--- config.mk ---
export PLATFORM = sky130hd
export DESIGN_NAME = prog_loader_ctrl
export DESIGN_NICKNAME = d
export VERILOG_FILES = /design/src/rtl/prog_loader_ctrl.sv
export SDC_FILE = /design/constraint.sdc
export NUM_CORES = 1
export LEC_CHECK = 0
export BUFFER_PORTS_ARGS = -buffer_cell sky130_fd_sc_hd__buf_2
export CAP_MARGIN = 0
export CORE_ASPECT_RATIO = 0.75
export CORE_MARGIN = 4
export CORE_UTILIZATION = 45
export CTS_BUF_LIST = sky130_fd_sc_hd__clkbuf_4 sky130_fd_sc_hd__clkbuf_8
export DETAILED_ROUTE_END_ITERATION = 10
export HOLD_SLACK_MARGIN = 0.12
export PLACE_DENSITY_LB_ADDON = 0.2
export SYNTH_ARGS = -nofsm -noshare
export SYNTH_HDL_FRONTEND = slang
export SYNTH_SLANG_ARGS = --single-unit
--- constraint.sdc ---
create_clock -name clock -period 2.5 [get_ports clock]
set_input_delay 0.25 -clock clock [delete_from_list [all_inputs] [get_ports clock]]
set_output_delay 0.25 -clock clock [all_outputs]
set_load 0.1 [all_outputs]
--- src/rtl/prog_loader_ctrl.sv ---
// prog_loader_ctrl: UART byte-stream loader for the imem write port.
// Frame: SYNC, COUNT_HI, COUNT_LO, COUNT x 4 data bytes (LSB first), CHK.
module prog_loader_ctrl #(
  parameter int          Nloc      = 32,
  parameter logic [31:0] BASE_ADDR = 32'h0,
  parameter logic [7:0]  SYNC      = 8'hA5,
  parameter int          TIMEOUT   = 1250000
) (
  input  logic        clock,
  input  logic        reset_n,
  input  logic [7:0]  rx_data,
  input  logic        rx_valid,
  output logic        wr_enable,
  output logic [31:0] wr_address,
  output logic [31:0] wr_data,
  output logic        cpu_reset,
  output logic        busy,
  output logic        done,
  output logic        error
);

  localparam int WW = $clog2(Nloc + 1);
  localparam int TW = $clog2(TIMEOUT + 1);

  typedef enum logic [2:0] {
    IDLE,
    CNT_HI,
    CNT_LO,
    DATA,
    CHECK
  } state_t;

  state_t      state_q, state_d;
  logic [15:0] cnt_q, cnt_d;
  logic [WW-1:0] widx_q, widx_d;
  logic [1:0]  bidx_q, bidx_d;
  logic [23:0] buf_q, buf_d;
  logic [7:0]  chk_q, chk_d;
  logic [TW-1:0] tmo_q, tmo_d;
  logic        wr_en_q, wr_en_d;
  logic [31:0] wr_addr_q, wr_addr_d;
  logic [31:0] wr_data_q, wr_data_d;
  logic        cpu_rst_q, cpu_rst_d;
  logic        busy_q, busy_d;
  logic        done_q, done_d;
  logic        err_q, err_d;
  logic [15:0] cnt_new;

  assign wr_enable  = wr_en_q;
  assign wr_address = wr_addr_q;
  assign wr_data    = wr_data_q;
  assign cpu_reset  = cpu_rst_q;
  assign busy       = busy_q;
  assign done       = done_q;
  assign error      = err_q;

  assign cnt_new = {cnt_q[15:8], rx_data};

  // State and registered outputs
  always_ff @(posedge clock or negedge reset_n) begin
    if (!reset_n) begin
      state_q   <= IDLE;
      cnt_q     <= '0;
      widx_q    <= '0;
      bidx_q    <= '0;
      buf_q     <= '0;
      chk_q     <= '0;
      tmo_q     <= '0;
      wr_en_q   <= 1'b0;
      wr_addr_q <= '0;
      wr_data_q <= '0;
      cpu_rst_q <= 1'b0;
      busy_q    <= 1'b0;
      done_q    <= 1'b0;
      err_q     <= 1'b0;
    end else begin
      state_q   <= state_d;
      cnt_q     <= cnt_d;
      widx_q    <= widx_d;
      bidx_q    <= bidx_d;
      buf_q     <= buf_d;
      chk_q     <= chk_d;
      tmo_q     <= tmo_d;
      wr_en_q   <= wr_en_d;
      wr_addr_q <= wr_addr_d;
      wr_data_q <= wr_data_d;
      cpu_rst_q <= cpu_rst_d;
      busy_q    <= busy_d;
      done_q    <= done_d;
      err_q     <= err_d;
    end
  end

  // Frame parsing, word assembly, write issue and idle timeout
  always_comb begin
    state_d   = state_q;
    cnt_d     = cnt_q;
    widx_d    = widx_q;
    bidx_d    = bidx_q;
    buf_d     = buf_q;
    chk_d     = chk_q;
    tmo_d     = tmo_q;
    wr_en_d   = 1'b0;
    wr_addr_d = wr_addr_q;
    wr_data_d = wr_data_q;
    cpu_rst_d = cpu_rst_q;
    done_d    = done_q;
    err_d     = err_q;

    if (state_q != IDLE) begin
      if (rx_valid) tmo_d = '0;
      else          tmo_d = tmo_q + TW'(1);
    end

    unique case (state_q)
      IDLE: begin
        if (rx_valid && rx_data == SYNC) begin
          state_d   = CNT_HI;
          cpu_rst_d = 1'b1;
          done_d    = 1'b0;
          err_d     = 1'b0;
          chk_d     = '0;
          widx_d    = '0;
          bidx_d    = '0;
          tmo_d     = '0;
        end
      end
      CNT_HI: begin
        if (rx_valid) begin
          cnt_d[15:8] = rx_data;
          state_d     = CNT_LO;
        end
      end
      CNT_LO: begin
        if (rx_valid) begin
          cnt_d[7:0] = rx_data;
          if (cnt_new == 16'd0 || cnt_new > 16'(Nloc)) begin
            err_d   = 1'b1;
            state_d = IDLE;
          end else begin
            state_d = DATA;
          end
        end
      end
      DATA: begin
        if (rx_valid) begin
          chk_d  = chk_q ^ rx_data;
          bidx_d = bidx_q + 2'd1;
          unique case (bidx_q)
            2'd0: buf_d[7:0]   = rx_data;
            2'd1: buf_d[15:8]  = rx_data;
            2'd2: buf_d[23:16] = rx_data;
            2'd3: begin
              wr_en_d   = 1'b1;
              wr_data_d = {rx_data, buf_q};
              wr_addr_d = BASE_ADDR + (32'(widx_q) << 2);
              widx_d    = widx_q + WW'(1);
              if (32'(widx_q) + 32'd1 == 32'(cnt_q))
                state_d = CHECK;
            end
            default: ;
          endcase
        end
      end
      CHECK: begin
        if (rx_valid) begin
          if (rx_data == chk_q) begin
            done_d    = 1'b1;
            cpu_rst_d = 1'b0;
          end else begin
            err_d = 1'b1;
          end
          state_d = IDLE;
        end
      end
      default: state_d = IDLE;
    endcase

    if (state_q != IDLE && !rx_valid &&
        tmo_q == TW'(TIMEOUT - 1)) begin
      err_d   = 1'b1;
      state_d = IDLE;
      tmo_d   = '0;
    end

    busy_d = (state_d != IDLE);
  end

endmodule
# Word level (Yosys, flattened, before mapping)
# Cells that the tools add are included.
# Widths: inputs -> output; s select.
[word_totals]
ff_bits = 123
latchBits = 0
ramBits = 0
romBits = 0
in_bits = 11
output_inout_bits = 69
word_cells = 109
memories = 0
[classes]
addsub = 4
multipliers = 0
div = 0
magnitude_cmp = 1
n_eq_ne = 21
n_shift = 0
mux = 42
bitwise_logic = 1
n_reduce_logical = 23
[ops]
columns = ["op", "n"]
rows = [
  ["$mux 21", 5],
  ["$mux 3", 8],
  ["$add 21x1->21 const B", 1],
  ["$eq 21x21->1 const B", 1],
  ["$mux 6", 3],
  ["$eq 7x16->1", 1],
  ["$gt 16x6->1 const B", 1],
  ["$logic_not 16->1", 1],
  ["$mux 8", 2],
  ["$pmux 8 s2", 1],
  ["$ne 3x3->1 const B", 5],
  ["$pmux 3 s5", 1],
  ["$reduce_and 3->1", 5],
  ["$mux 1", 14],
  ["$pmux 6 s2", 1],
  ["$ne 2x2->1 const B", 5],
  ["$eq 8x8->1", 1],
  ["$eq 8x8->1 const B", 1],
  ["$reduce_and 4->1", 2],
  ["$xor 8x8->8", 1],
  ["$add 6x1->7 const B", 1],
  ["$add 6x1->6 const B", 1],
  ["$eq 3x2->1 const B", 2],
  ["$mux 2", 3],
  ["18 further kinds", 25],
]

# Depth between registers and ports, before layout
# Gate-level depths: netlist of run 1.
[logic_depth]
word_depth = 8
depth_mapped = 9
mapped_depth_nobuf = 6

# Least setup slack after synthesis of run 1
# No wires, ideal clock.
[synth_timing]
path_type = "reg-to-reg"
start = "reg state_q[0]"
end = "reg tmo_q[10]"
setup_time_ps = 118
t_arrival_ps = 1792
t_required_ps = 2382
path_slack_ps = 590
stages_incl_launch_ff = 9
path_buffers = 4
period_less_slack_ps = 1910
path_cell_list = "dfrtp_1 buf_6 or3_1 buf_6 nor4_4 a211o_1 buf_6 buf_12 nor2_1"
[synth_via]
elab_chain_cells = 5
elab_cells_between_ends = 8
classes_between = "4 x mux; 4 x reduce/logical"
[synth_rtl]
columns = ["element", "line", "text"]
rows = [
  ["start, declared", "33", "state_t state_q, state_d;"],
  ["start signal, assigned", "77", "state_q <= state_d;"],
  ["$reduce_bool 3->1", "110, 179", ""],
  ["$mux 21", "110", "if (state_q != IDLE) begin"],
  ["$mux 21", "117", "if (rx_valid && rx_data == SYNC) begin"],
  ["$mux 21", "115", "unique case (state_q)"],
  ["$mux 21 *", "179", "if (state_q != IDLE && !rx_valid &&"],
  ["net tmo_d[10]", "39", "logic [TW-1:0] tmo_q, tmo_d;"],
  ["end signal, assigned", "83", "tmo_q <= tmo_d;"],
  ["end, declared", "39", ""],
]
# The timed path passes the listed nets; every way through them passes the cells marked *.
# A chain may end at the register's enable or synchronous reset.

# Worst setup path after layout of run 1
[layout_timing]
start = "reg state_q[1]"
end = "reg chk_q[4]"
[layout_via]
elab_chain_cells = 3
elab_cells_between_ends = 7
classes_between = "3 x eq/ne; 1 x mux; 3 x reduce/logical"
[layout_rtl]
columns = ["element", "line", "text"]
rows = [
  ["$eq 3x2->1 / $logic_not 3->1 (equally long branches)", "115", ""],
  ["$ne 2x2->1 (no source line) / $reduce_bool 2->1 (equally long branches)", "n/a", ""],
  ["$reduce_and 3->1 (no source line)", "n/a", ""],
  ["end signal, assigned", "82", "chk_q <= chk_d;"],
  ["end, declared", "38", "logic [7:0] chk_q, chk_d;"],
]
# Parallel ways exist; a longest one is shown, timed or not.

==> results of run 1 <==
==> cell families (layout without fill, tap and decap cells) <==
logic type                 Yosys count  after routing  synth area share (%)
other                                1             26                0.0640
adders and majority gates            6              6                  1.28
AOI/OAI and AO/OA                   51             51                  5.55
xor gates and xnor gates            35             35                  5.23
and+or+nand+nor                    263            263                  20.8
muxes                               42             42                  8.03
buffers and inverters               62            109                  6.51
DFF                                123            123                  52.5
==> registers in the layout, indices dropped and copies added (netlist names) <==
| register | count |
|---|---|
| wr_data | 32 |
| buf_q | 24 |
| tmo_q | 21 |
| cnt_q | 16 |
| chk_q | 8 |
| widx_q | 6 |
| wr_address | 6 |
| state_q | 3 |
| bidx_q | 2 |
| busy | 1 |
| cpu_reset | 1 |
| done | 1 |
| error | 1 |
| wr_enable | 1 |
==> routing by layer <==
metal	share of wire (%)	wire, µm
met1	49	6360
met2	45	5800
met3	5.1	656
met4	1.2	155
met5	0	0
==> path summary, 6_finish.rpt <==
| check | slack (ns) | endpoint | from |
|---|---|---|---|
| worst min register to register | 0.46 | wr_data[5]$_DFFE_PN0P_ | buf_q[5]$_DFFE_PN0P_ |
| worst max register to register | 0.34 | chk_q[4]$_DFFE_PN0P_ | state_q[1]$_DFF_PN0_ |
| max in group asynchronous | 1.26 | cnt_q[13]$_DFFE_PN0P_ | reset_n |
| worst max-delay path | 0.34 | chk_q[4]$_DFFE_PN0P_ | state_q[1]$_DFF_PN0_ |
| min in group asynchronous | 0.35 | widx_q[2]$_DFFE_PN0P_ | reset_n |
| worst min-delay path | 0.20 | wr_data[30]$_DFFE_PN0P_ | rx_data[6] |
==> worst reg2reg max path, delay by kind of cell (launching register included) <==
family | cells | cell delay [ns]
and+or+nand+nor | 3 | 1.03
DFF | 1 | 0.54
AOI/OAI and AO/OA | 2 | 0.28
buffers and inverters | 1 | 0.20
==> power groups by stage <==
| stage | clock (W) | combinational (W) | sequential, W |
|---|---|---|---|
| 2_1_floorplan | 0 | 0.000468 | 0.00229 |
| 3_3_place_gp | 0 | 0.000590 | 0.00229 |
| 3_5_place_dp | 0 | 0.000600 | 0.00230 |
| 4_1_cts | 0.00187 | 0.000602 | 0.00226 |
| 5_1_grt | 0.00195 | 0.000651 | 0.00228 |
| 6_report | 0.00182 | 0.000601 | 0.00226 |
==> Yosys cell counts (all sizes together) (2+ instances only) <==
cell    count  share of area, %
a211oi      2              0.26
a21boi      2              0.26
a21o        3              0.38
a21oi       3              0.26
a31o        2              0.30
and2        2              0.21
and3        3              0.32
and3b       2              0.30
and4        3              0.45
buf        39               5.0
clkbuf     17               1.1
dfrtp     123                53
ha          6               1.3
inv         5              0.32
mux2       40               7.7
mux2i       2              0.34
nand2     151               9.7
nand2b      4              0.43
nand3      11              0.94
nand4      11               1.3
nor2       45               2.9
nor2b       2              0.21
nor3        9               1.0
nor4        9               1.2
nor4b       3              0.66
o21ai      25               2.1
o31ai       4              0.60
or3         2              0.30
or4         3              0.38
xnor2       7               1.0
xor2       28               4.2
==> cell type report <==
type / count / area (µm²) / area share, %
Clock inverter: 15 / 176 / 2.66
Tap cell: 166 / 208 / 3.13
Sequential cell: 123 / 3080 / 46.4
Inverter: 6 / 22.5 / 0.340
Timing Repair Buffer: 71 / 418 / 6.30
Multi-Input combinational cell: 423 / 2500 / 37.6
Clock buffer: 17 / 234 / 3.53
==> through the flow <==
step	util (%)	total power [W]
final	53.0	0.00468
after floorplan	-	0.00276
after global routing	53.0	0.00489
after detailed placement	49.6	0.00290
after global placement	49.6	0.00288
after CTS	53.0	0.00473
==> impl_metrics.env, run 1 <==
export IMPL_cts_path_max_buffers=2
export IMPL_path_cells="or3_1 > nor4_4 > buf_4 > nor2_2 > o21ai_0 > o21ai_0"
export IMPL_wl_per_cell_um=15.8
export IMPL_dp_cells=788
export IMPL_critPathMaxFanout=13
export IMPL_pin_count=80
export IMPL_syn_cell_area_um2=5860
export IMPL_die_h_um=107
export IMPL_fillers=1157
export IMPL_cp_top_family="simple AND/OR/NAND/NOR gates"
export IMPL_worstPathRequired_ns=2.81
export IMPL_synth_edf_count=0
export IMPL_path_common_cell="o21ai_0"
export IMPL_crit_cells=6
export IMPL_htreeDepth=4
export IMPL_max_freq_mhz=463
export IMPL_grt_pass1_wl_mm=21.8
export IMPL_layoutNonFillerInstCount=821
export IMPL_end_kind="register"
export IMPL_firstDrtPassIters=5
export IMPL_drc=0
export IMPL_mostFrequentLayoutCells="nand2_1, dfrtp_1, buf_2"
export IMPL_dieWidth_um=140
export IMPL_start_util_pct=46.8
export IMPL_tns_ns=0
export IMPL_p_leak_nw=3.45
export IMPL_maxCapViolCount=0
export IMPL_path_class="reg -> reg"
export IMPL_skew_ns=0.0119
export IMPL_use_met1_pct=26.7
export IMPL_switching_power_w=0.00147
export IMPL_core_um2=12500
export IMPL_post_place_ws_ns=0.392
export IMPL_cp_slowest_stage_delay_ns=0.54
export IMPL_design_area_um2=6630
export IMPL_gp_congestion=0.840
export IMPL_port_buffers=53
export IMPL_internal_power_w=0.00321
export IMPL_clk_pin_slew_ns=0.08
export IMPL_grt_use_met3_pct=4.24
export IMPL_pwr_density_cell_nw_per_um2=706
export IMPL_post_cts_setup_buffers=0
export IMPL_holdWs_ns=0.199
export IMPL_dp_hpwl_mm=8.80
export IMPL_p_comb_share_pct=12.8
export IMPL_async_reset_ff_share_pct=100
export IMPL_final_setup_viol_count=0
export IMPL_synth_seq_cells=123
export IMPL_vias=4225
export IMPL_syn2layout_area_growth_pct=13.1
export IMPL_period_minus_slack_ns=2.16
export IMPL_synth_cells=583
export IMPL_crit_arrival_ns=2.47
export IMPL_cts_resized=0
export IMPL_num_nets_final=659
export IMPL_drt_vias_per_instance=5.15
export IMPL_grt_util_met2_pct=27.7
export IMPL_clock_sinks=123
export IMPL_wl_mm=13.0
export IMPL_slew_headroom_pct=48.4
export IMPL_grt_pass1_vias=4127
export IMPL_gr_total_overflow=0
export IMPL_p_seq_share_pct=48.3
export IMPL_seq_area_frac_synth_pct=52.5
export IMPL_p_clk_share_pct=38.9
export IMPL_status="complete, no violations"
export IMPL_antenna_found_initial=0
export IMPL_drive_gt1_share_pct=23.5
export IMPL_post_route_period_util_pct=86.4
export IMPL_min_path_type="in -> reg"
export IMPL_rows=35
export IMPL_dr_first_iter_drc_count=287
export IMPL_vdd_drop_max_v=0.000324
export IMPL_synth_ff_type="dfrtp_1"
export IMPL_cp_num_buf_inv=1
export IMPL_yosysUniqueCellTypes=58
export IMPL_startpoint_type="register"
export IMPL_busiest_layer="met2"
export IMPL_fp_dieArea_um2=14900
export IMPL_finalHoldViolations=0
export IMPL_yosys_warnings=0
export IMPL_clk_latency_ns=0.44
export IMPL_cts_made_buffers=17
export IMPL_track_usage_pct=18.5
export IMPL_dpl_cell_area_um2=6210
export IMPL_final_common_cell="nand2_1"
export IMPL_fin_ws_ns=0.341
export IMPL_final_antenna_net_count=0
export IMPL_cts_tree="done"
export IMPL_reg2regPathDepth=6
export IMPL_diodes=0
export IMPL_grt_max_degree=49
export IMPL_cts_root_buf="clkbuf_8"
export IMPL_drv_slew=0
export IMPL_syn_avg_cell_area_um2=10.1
export IMPL_switching_share_pct=31.4
export IMPL_postCtsHoldBufs=1
export IMPL_rsz0062_at_grt="false"
export IMPL_worstMarginPinSlew_ns=0.769
export IMPL_slowest_stage="dfrtp_1"
export IMPL_worst_hold_path_num_cells=3
No activity file was read; power rests on OpenSTA's default activity.
==> run 2: changes to the inputs <==
Settings changed: CORE_UTILIZATION 45 to 25, REMOVE_ABC_BUFFERS set to 1.
==> run 2 against run 1 <==
Against the previous run: sequential share of layout area down 0.81 points; power down 4.5%; largest power group unchanged; critical path depth down 1; global-route usage down 7.2 points; sequential cell count unchanged; count of clock-buffer cells in the layout up 1; final area up 1.8%; worst setup slack worse by 0.21 ns; sequential power about the same; clock skew up 0.0061 ns; maximum frequency down 8.8%; final cell count up 16%.
==> impl_metrics.env, run 2 (synthesis results as in run 1) <==
export IMPL_worstMarginPinSlew_ns=0.820
export IMPL_syn2layout_area_growth_pct=15.2
export IMPL_rows=48
export IMPL_diodes=0
export IMPL_design_area_um2=6750
export IMPL_mostFrequentLayoutCells="nand2_1, dfrtp_1, buf_2"
export IMPL_path_cells="or3_1 > nor4_4 > nor2_1 > o21ai_0 > o31ai_1"
export IMPL_grt_max_degree=63
export IMPL_cp_slowest_stage_delay_ns=0.61
export IMPL_post_route_period_util_pct=94.7
export IMPL_status="complete, no violations"
export IMPL_final_antenna_net_count=0
export IMPL_vdd_drop_max_v=0.000303
export IMPL_pwr_density_cell_nw_per_um2=663
export IMPL_cts_resized=0
export IMPL_drv_slew=0
export IMPL_clk_latency_ns=0.44
export IMPL_drc=0
export IMPL_end_kind="register"
export IMPL_worstPathRequired_ns=2.81
export IMPL_wl_mm=13.9
export IMPL_gp_congestion=0.773
export IMPL_final_common_cell="nand2_1"
export IMPL_core_um2=23100
export IMPL_cts_root_buf="clkbuf_8"
export IMPL_htreeDepth=4
export IMPL_fp_dieArea_um2=26000
export IMPL_antenna_found_initial=0
export IMPL_post_cts_setup_buffers=0
export IMPL_regArea_um2=3080
export IMPL_finalHoldViolations=0
export IMPL_max_freq_mhz=422
export IMPL_clock_sinks=123
export IMPL_slew_headroom_pct=45.1
export IMPL_final_setup_viol_count=0
export IMPL_grt_pass1_wl_mm=23.1
export IMPL_dp_hpwl_mm=9.68
export IMPL_start_util_pct=25.4
export IMPL_drive_gt1_share_pct=23.5
export IMPL_track_usage_pct=11.3
export IMPL_rrSetupSlack_ns=0.13
export IMPL_dieWidth_um=185
export IMPL_firstDrtPassIters=4
export IMPL_vias=4178
export IMPL_period_minus_slack_ns=2.37
export IMPL_pin_count=80
export IMPL_min_path_type="in -> reg"
export IMPL_slowest_stage="nor4_4"
export IMPL_num_nets_final=659
export IMPL_multiInputGateArea_um2=2500
export IMPL_die_h_um=141
export IMPL_gr_total_overflow=0
export IMPL_fillers=2468
export IMPL_largest_reg_flops=32
export IMPL_cts_path_max_buffers=2
export IMPL_skew_ns=0.0180
export IMPL_postCtsHoldBufs=2
export IMPL_dpl_cell_area_um2=6380
export IMPL_p_leak_nw=3.42
export IMPL_clk_pin_slew_ns=0.08
export IMPL_grt_pass1_vias=4259
export IMPL_wl_per_cell_um=14.6
export IMPL_startpoint_type="register"
export IMPL_maxCapViolCount=0
export IMPL_cts_tree="done"
export IMPL_crit_arrival_ns=2.67
export IMPL_cts_made_buffers=17
export IMPL_port_buffers=53
export IMPL_rsz0062_at_grt="false"
export IMPL_drt_vias_per_instance=4.37
export IMPL_path_class="reg -> reg"
export IMPL_holdWs_ns=0.181
export IMPL_layoutNonFillerInstCount=955
export IMPL_dr_first_iter_drc_count=266
export IMPL_dp_cells=921
export IMPL_critPathMaxFanout=13
-- run 2: routing by layer --
layer / global-route usage, % / vias up / part of all wire, %
li1: - / 2017 / -
met1: 15.9 / 2071 / 50
met2: 17.0 / 81 / 45
met3: 2.89 / 9 / 4.0
met4: 3.40 / 0 / 1.1
met5: 0 / - / 0
-- run 2: where the power goes --
group	switching (W)	internal, W
Clock	0.000904	0.000716
Sequential	0.000137	0.00212
Combinational	0.000432	0.000168
Total	0.00147	0.00300
-- run 2: final cells by class --
type	instances	area share (%)
Tap cell	300	5.56
Inverter	6	0.334
Clock inverter	14	1.65
Multi-Input combinational cell	423	37.1
Clock buffer	18	3.58
Timing Repair Buffer	71	6.23
Sequential cell	123	45.6
-- run 2: critical path: cells and delay by family (launching register included) --
kind | cells | cell delay (ns)
DFF | 1 | 0.54
AOI/OAI and AO/OA | 2 | 0.30
and+or+nand+nor | 3 | 1.40
-- run 2: final timing paths --
path / from / depth (start not counted) / to
min in group asynchronous: reset_n / 2 / wr_enable$_DFF_PN0_
setup reg to reg: state_q[2]$_DFF_PN0_ / 5 / widx_q[2]$_DFFE_PN0P_
hold reg to reg: wr_data[22]$_DFFE_PN0P_ / 2 / wr_data[22]$_DFFE_PN0P_
setup / recovery: state_q[2]$_DFF_PN0_ / 5 / widx_q[2]$_DFFE_PN0P_
max in group asynchronous: reset_n / 3 / tmo_q[7]$_DFF_PN0_
hold / removal: rx_data[5] / 3 / chk_q[5]$_DFFE_PN0P_
-- run 2: through the flow --
step | TNS, ns | setup WS [ns] | util [%] | total power, W
after floorplan | -21.66 | -0.793 | - | 0.00270
after global placement | 0 | 0.243 | 27.7 | 0.00288
after detailed placement | 0 | 0.155 | 27.7 | 0.00289
after CTS | 0 | 0.140 | 29.3 | 0.00455
after global routing | 0 | 0.0574 | 29.3 | 0.00472
final | 0 | 0.132 | 29.3 | 0.00447
==> run 3: changes to the inputs <==
Settings changed: BUFFER_PORTS_ARGS -buffer_cell sky130_fd_sc_hd__buf_2 to -buffer_cell sky130_fd_sc_hd__buf_4, GPL_TIMING_DRIVEN set to 0.
==> run 3 against run 2 <==
Against the previous run: via count fell by 0.65%; combinational power barely moved; sequential cell count did not move; maximum frequency rose by 4.5%; clock power rose by 4%; first-iteration DRC count rose by 0.75%; critical path type unchanged; largest cell class unchanged; largest power group unchanged; highest routed layer unchanged.
==> impl_metrics.env, run 3 (synthesis results as in run 1) <==
export IMPL_worstMarginPinSlew_ns=0.909
export IMPL_cp_top_family="simple AND/OR/NAND/NOR gates"
export IMPL_max_freq_mhz=441
export IMPL_drc=0
export IMPL_pwr_density_cell_nw_per_um2=655
export IMPL_clk_pin_slew_ns=0.08
export IMPL_crit_path_start="state_q[2]$_DFF_PN0_"
export IMPL_status="complete, no violations"
export IMPL_syn2layout_area_growth_pct=18.0
export IMPL_timing_rr_start="state_q[2]$_DFF_PN0_"
export IMPL_maxCapViolCount=0
export IMPL_track_usage_pct=11.0
export IMPL_drive_gt1_share_pct=22.9
export IMPL_cp_slowest_stage_delay_ns=0.50
export IMPL_cts_root_buf="clkbuf_8"
export IMPL_final_antenna_net_count=0
export IMPL_startpoint_type="register"
export IMPL_period_minus_slack_ns=2.27
export IMPL_tns_ns=0
export IMPL_fin_util_pct=30.0
export IMPL_finalHoldViolations=0
export IMPL_cts_tree="done"
export IMPL_timing_rr_end="buf_q[20]$_DFFE_PN0P_"
export IMPL_slowest_stage="dfrtp_2"
export IMPL_antenna_found_initial=0
export IMPL_reg2regPathDepth=4
export IMPL_vias=4151
export IMPL_min_path_type="in -> reg"
export IMPL_grt_pass1_wl_mm=22.6
export IMPL_cts_path_max_buffers=2
export IMPL_post_route_period_util_pct=90.6
export IMPL_path_cells="and3b_2 > and2_1 > nand2_1 > mux2_2"
export IMPL_dr_first_iter_drc_count=268
export IMPL_dp_hpwl_mm=8.95
export IMPL_wl_per_cell_um=14.3
export IMPL_holdWs_ns=0.149
export IMPL_port_buffers=53
export IMPL_pin_count=80
export IMPL_mostFrequentLayoutCells="nand2_1, dfrtp_1, buf_4"
export IMPL_fp_dieArea_um2=26000
export IMPL_path_class="reg -> reg"
export IMPL_clk_latency_ns=0.44
export IMPL_p_leak_nw=3.42
export IMPL_rows=48
export IMPL_firstDrtPassIters=4
export IMPL_drt_vias_per_instance=4.37
export IMPL_critPathMaxFanout=14
export IMPL_num_nets_final=654
export IMPL_crit_arrival_ns=2.59
export IMPL_crit_cells=4
export IMPL_fillers=2446
export IMPL_cts_made_buffers=17
export IMPL_wl_mm=13.6
export IMPL_rsz0062_at_grt="false"
export IMPL_largest_reg_flops=32
export IMPL_final_common_cell="nand2_1"
export IMPL_gp_congestion=0.750
export IMPL_rrSetupSlack_ns=0.23
export IMPL_worst_hold_path_num_cells=3
export IMPL_gr_total_overflow=0
export IMPL_grt_pass1_vias=4206
export IMPL_cp_num_buf_inv=0
export IMPL_diodes=0
export IMPL_die_h_um=141
export IMPL_dieWidth_um=185
export IMPL_clock_sinks=123
export IMPL_end_kind="register"
export IMPL_core_um2=23100
export IMPL_skew_ns=0.0158
export IMPL_start_util_pct=25.4
export IMPL_grt_max_degree=68
export IMPL_htreeDepth=4
export IMPL_worstPathRequired_ns=2.82
export IMPL_slew_headroom_pct=39.2
export IMPL_vdd_drop_max_v=0.000273
export IMPL_final_setup_viol_count=0
export IMPL_crit_path_end="buf_q[20]$_DFFE_PN0P_"
export IMPL_drv_slew=0
-- run 3: cell count changes in the layout (fill, tap and decap cells not counted), sizes merged --
cell and change:
buf -11, dlygate4sd3 +6, inv -5, clkinv +4
clkinvlp -1, bufinv +1, clkbuf +1
-- run 3: where the power goes --
| group | internal, W | switching [W] | leakage [nW] |
|---|---|---|---|
| Sequential | 0.00212 | 0.000136 | 1.64 |
| Clock | 0.000826 | 0.000850 | 0.190 |
| Combinational | 0.000175 | 0.000427 | 1.59 |
| Total | 0.00312 | 0.00141 | 3.42 |
-- run 3: cell type report --
type                    instances  area, µm²  share of cell area (%)
flip-flops and latches        123       3080                    44.6
multi-input cells             423       2510                    36.2
well taps                     300        375                    5.43
clock buffers                  19        255                    3.69
repair buffers                 66        552                    7.98
clock inverters                13        118                    1.70
inverters                       6       27.5                   0.398
-- run 3: worst min-delay path by stage --
| stage | start | end | slack (ns) |
|---|---|---|---|
| floorplan | reset_n | bidx_q[0]$_DFFE_PN0P_ | -0.05 |
| global placement | buf_q[8]$_DFFE_PN0P_ | wr_data[8]$_DFFE_PN0P_ | 0.45 |
| detailed placement | reset_n | wr_data[18]$_DFFE_PN0P_ | 0.26 |
| CTS | rx_data[2] | wr_data[26]$_DFFE_PN0P_ | 0.13 |
| global route | rx_data[2] | wr_data[26]$_DFFE_PN0P_ | 0.13 |
| finish | rx_data[2] | wr_data[26]$_DFFE_PN0P_ | 0.15 |
-- run 3: metrics by stage --
stage          cells  power [W]  area, µm²  worst slack, ns
2_1_floorplan    552    0.00270       5600           -0.793
3_3_place_gp     905    0.00287       6370            -2.49
3_5_place_dp     907    0.00289       6430           -0.958
4_1_cts          947    0.00460       6890           0.0493
5_1_grt          950    0.00480       6910           0.0480
6_report         950    0.00453       6910            0.234
-- run 3: metal layers --
| layer | up-vias | part of all wire, % | wire [µm] | global-route usage (%) |
|---|---|---|---|---|
| li1 | 2002 | - | - | - |
| met1 | 2065 | 50 | 6820 | 15.8 |
| met2 | 78 | 45 | 6160 | 16.1 |
| met3 | 6 | 3.5 | 478 | 3.17 |
| met4 | 0 | 0.84 | 114 | 3.28 |
| met5 | - | 0 | 0 | 0 |
-- run 3: worst min-delay path, delay by kind of cell --
kind | cells | cell delay (ns)
buffers and inverters | 1 | 0.18
and+or+nand+nor | 2 | 0.12
-- run 3: repair_timing --
action,CTS,global route
gates resized for setup,3,4
setup endpoints to repair,64,54
hold buffers,8,0
endpoints found under the hold margin,63,0
buffers inserted,0,3
pin swaps,0,1
